===== config.mk =====
export PLATFORM = sky130hd
export DESIGN_NAME = alu_exec_stage
export DESIGN_NICKNAME = d
export VERILOG_FILES = /design/src/rtl/alu_exec_stage.sv
export SDC_FILE = /design/constraint.sdc
export NUM_CORES = 1
export LEC_CHECK = 0
export CORE_ASPECT_RATIO = 0.7
export CORE_MARGIN = 10
export CORE_UTILIZATION = 42
export CTS_CLUSTER_DIAMETER = 30
export CTS_CLUSTER_SIZE = 8
export DETAILED_ROUTE_END_ITERATION = 10
export MAX_ROUTING_LAYER = met4
export PLACE_DENSITY = 0.78
export SYNTH_ARGS = -nofsm -noshare
export SYNTH_HDL_FRONTEND = slang
export SYNTH_SLANG_ARGS = --single-unit
export TNS_END_PERCENT = 100

===== constraint.sdc =====
create_clock -name clk -period 2.1 [get_ports clk]
set_input_delay 0.315 -clock clk [delete_from_list [all_inputs] [get_ports clk]]
set_output_delay 0.315 -clock clk [all_outputs]
set_load 0.005 [all_outputs]

===== src/rtl/alu_exec_stage.sv =====
// alu_exec_stage: issue/writeback wrapper around the combinational ALU_main.
// Registers one operation onto the ALU inputs and gives the ALU one cycle to
// settle. It then captures the result plus N/Z/C/V flags and holds them
// under a valid/ready handshake.
//
// state | meaning
// IDLE  | empty, ready to accept an operation
// EXEC  | operands registered, ALU_main settling on them
// DONE  | result/flags valid, waiting for downstream to take them
module alu_exec_stage #(
    parameter int WIDTH = 4
) (
    input  logic             clk,
    input  logic             rst_n,
    input  logic             in_valid,
    output logic             in_ready,
    input  logic [WIDTH-1:0] in_a,
    input  logic [WIDTH-1:0] in_b,
    input  logic [1:0]       in_op,
    output logic [WIDTH-1:0] alu_a,
    output logic [WIDTH-1:0] alu_b,
    output logic [1:0]       alu_ctrl,
    input  logic [WIDTH-1:0] alu_result,
    output logic             out_valid,
    input  logic             out_ready,
    output logic [WIDTH-1:0] out_result,
    output logic [3:0]       out_flags
);

    localparam logic [1:0] OP_ADD = 2'b10;
    localparam logic [1:0] OP_SUB = 2'b11;

    typedef enum logic [1:0] {
        IDLE = 2'd0,
        EXEC = 2'd1,
        DONE = 2'd2
    } state_t;

    state_t state;

    logic             is_sub;
    logic             is_arith;
    logic [WIDTH-1:0] b_eff;
    logic [WIDTH:0]   sum;
    logic             flag_n;
    logic             flag_z;
    logic             flag_c;
    logic             flag_v;
    logic             accept;

    assign in_ready = (state == IDLE) || ((state == DONE) && out_ready);
    assign accept   = in_valid && in_ready;

    // Shadow adder on the latched operands; only C and V are taken from it,
    // the result itself always comes from ALU_main.
    always_comb begin
        is_sub   = (alu_ctrl == OP_SUB);
        is_arith = (alu_ctrl == OP_ADD) || is_sub;
        b_eff    = is_sub ? ~alu_b : alu_b;
        sum      = {1'b0, alu_a} + {1'b0, b_eff} + {{WIDTH{1'b0}}, is_sub};
        flag_n   = alu_result[WIDTH-1];
        flag_z   = (alu_result == '0);
        flag_c   = is_arith ? sum[WIDTH] : 1'b0;
        flag_v   = is_arith
                   && (alu_a[WIDTH-1] == b_eff[WIDTH-1])
                   && (sum[WIDTH-1] != alu_a[WIDTH-1]);
    end

    // Handshake FSM; operand, result and flag registers are all updated here.
    always_ff @(posedge clk or negedge rst_n) begin
        if (!rst_n) begin
            state      <= IDLE;
            out_valid  <= 1'b0;
            out_result <= '0;
            out_flags  <= 4'b0000;
            alu_a      <= '0;
            alu_b      <= '0;
            alu_ctrl   <= 2'b00;
        end else begin
            case (state)
                IDLE: begin
                    if (accept) begin
                        alu_a    <= in_a;
                        alu_b    <= in_b;
                        alu_ctrl <= in_op;
                        state    <= EXEC;
                    end
                end
                EXEC: begin
                    out_result <= alu_result;
                    out_flags  <= {flag_n, flag_z, flag_c, flag_v};
                    out_valid  <= 1'b1;
                    state      <= DONE;
                end
                DONE: begin
                    if (out_ready) begin
                        out_valid <= 1'b0;
                        if (accept) begin
                            alu_a    <= in_a;
                            alu_b    <= in_b;
                            alu_ctrl <= in_op;
                            state    <= EXEC;
                        end else begin
                            state <= IDLE;
                        end
                    end
                end
                default: begin
                    state     <= IDLE;
                    out_valid <= 1'b0;
                end
            endcase
        end
    end

endmodule


==> run metrics <==
status=completed; final cycle utilization of the critical path=0.890; peak supply drop=0.542 mV; synth cell count leaders=20 x dfrtp_1, 9 x mux2_4, 6 x nand2_1; clk sinks=20; Congestion Overflow GR=0; post-DR wirelength/cell=14.2 um; TritonCTS clock tree=built; Async SR Flop Fraction=1.00; XOR/XNOR Fraction of Synth Area=0.0277; Total Negative Setup Slacks=0 ns; Relative slew margins=0.828; count leader, synth=dfrtp_1; path depth of the worst reg2reg path=7; standard cell core area=0.00215 mm2; clock-pin transition on the worst setup and hold timing paths=0.10 ns; cts-stage hold buffer count=0; Finish-stage setup viols=0; post-place instance area=0.00135 mm2; crit path launch type=primary input; worst slack, placed=0.222 ns; data required time at the worst endpoint=1.78 ns; Pleak=0.585 nW; insertion delay of the later-clocked pin in the worst-skew pair=0.29 ns; vias in the first global route=689; signed area change from the synthesized netlist to the final layout=44.7%; Pwr Density=1040 mW/mm2; critical path endpoint=in_ready; TritonRoute pass-1 iters=3; CTS Buf Count=3; setup bufs post-CTS=0; Post-Syn Area per Cell=13.5 um2; routed via count divided by cell count=4.60; DRC viols=0; data arrival time of the worst path=1.55 ns; transition time of the tightest slew-check pin=0.256 ns; final slew viol count=0; worst setup path startpoint=out_ready; antenna diode count=0; maximum buffer depth of the clock tree=2; cell count after synthesis=70; cell area after synthesis=948 um2; worst setup path class=primary input to output pin; Post-synth EDFFs=0; pin count of the biggest net entering global routing=21; register-to-register path setup slack=0.26 ns; number of nets at the end of the flow=132; critical-path maximum fanout=2; number of distinct standard cells referenced by the synthesized netlist=25; combinational family with the most area after synthesis=multiplexers; vias after detailed routing=648; wire length reported by the detailed router=2.01 mm; buffer type at the clock tree root=clkbuf_4; Initial DRC Count=16; std cell rows=14; final RePlAce weighted congestion=0.725; y dimension of the die=59.8 um; horizontal extent of the die=76.8 um; part of the Yosys area used for sequential elements=0.528; warnings from Yosys=0; launching point of the worst reg2reg path=alu_ctrl[1]; top-level I/O count=38; unrepaired setup endpoints after global routing=false; total routing resource utilization after global routing=0.0890; worst-case clock skew=0.00162 ns; peak clock frequency supported by timing=535 MHz; Net Count, Synth=91; residual antenna-violating net count after detailed routing=0; area share of fa/ha/maj cells after synthesis=0.0396; starting density of the core=0.440; HP Class=primary input to async pin; final count of hold timing violations=0; first-pass GRT wire length=3.27 mm; utilization after layout=0.637; CTS H-Tree Depth=1; area of the die=0.00459 mm2; fraction of post-synthesis cell area in the top cell type by area=0.528; max-capacitance violation count=0; Worst Hold Slack=0.358 ns; top_reg_cell synth=dfrtp_1; worst setup slack after layout=0.232 ns; largest area contributor in the synthesized netlist=dfrtp_1; # port buffers=37; mux share of post-synthesis cell area=0.212; post-synthesis compound-gate area fraction=0.0660; Critical R2R Capture=out_flags[0]; Synth Area in Simple Gates=0.102; Resized Gates After CTS=0; top cells by area, synth=dfrtp_1 53%, mux2_4 14%, mux2_2 5.9%, ha_1 4.0%, xnor2_1 2.8%; min Tclk post-route=1.87 ns; element type at the critical path end=output pin; dpl hpwl=1.65 mm; initial antenna violation count=0; fraction of layout instances using a drive strength above 1=0.193; total non-filler cell area in the finished layout=0.00137 mm2; register bit total from synthesis=20; number of inserted filler cells in the final layout=181
## power by group
group          leakage [nW]  switching (mW)  internal, mW
clock network        0.0138           0.102        0.0667
registers             0.240          0.0880         0.501
logic                 0.331           0.236         0.437
## cell usage in the layout, fill, tap and decap left out, types with 2 or more instances in the layout
cell / n
clkdlybuf4s50_1: 37
dfrtp_1: 20
mux2_4: 9
buf_4: 2
mux2_2: 5
clkbuf_4: 3
nand2_1: 6
o21ai_0: 5
nand2b_1: 2
ha_1: 3
xnor2_1: 3
## flip-flops by register name (all words and copies together), names as in the netlist
| register | cells |
|---|---|
| alu_a | 4 |
| alu_b | 4 |
| alu_ctrl | 2 |
| out_flags | 3 |
| out_result | 4 |
| out_valid | 1 |
| state | 2 |
## per-layer routing
metal	track usage	up-vias	wire, um
met5	-	-	0
met1	0.108	289	978
met4	0	0	0
met2	0.143	29	884
li1	-	330	-
met3	0.0404	0	143
## worst min path at each step
stage | endpoint | cells past startpoint
floorplan | alu_a[0] | 0
global placement | out_flags[0] | 2
detailed placement | out_flags[0] | 2
CTS | out_result[2] | 2
global route | out_result[1] | 2
finish | out_valid | 2
## cell families after synthesis
logic type                 after synthesis
xor gates and xnor gates                 3
buffers and inverters                    3
DFF                                     20
and+or+nand+nor                         16
AOI/OAI and AO/OA                       10
adders and majority gates                3
muxes                                   15
## area by class of cell
class                      count  area [um2]  share of cell area
clock buffer                   3        22.5              0.0164
multi-input combinational     47         424               0.309
sequential                    20         500               0.365
tap                           32        40.0              0.0292
timing repair buffer          39         385               0.281
## critical path: stages
cell             delay, ns
clkdlybuf4s50_1       0.47
nand2b_1              0.12
nor2b_4               0.14
clkdlybuf4s50_1       0.51
## through the flow
step	power, mW	cells
6_report	1.43	141
5_1_grt	1.53	141
4_1_cts	1.46	141
3_5_place_dp	1.29	138
3_3_place_gp	1.26	138
2_1_floorplan	0.935	70
No activity file was read; power rests on OpenSTA's default activity.
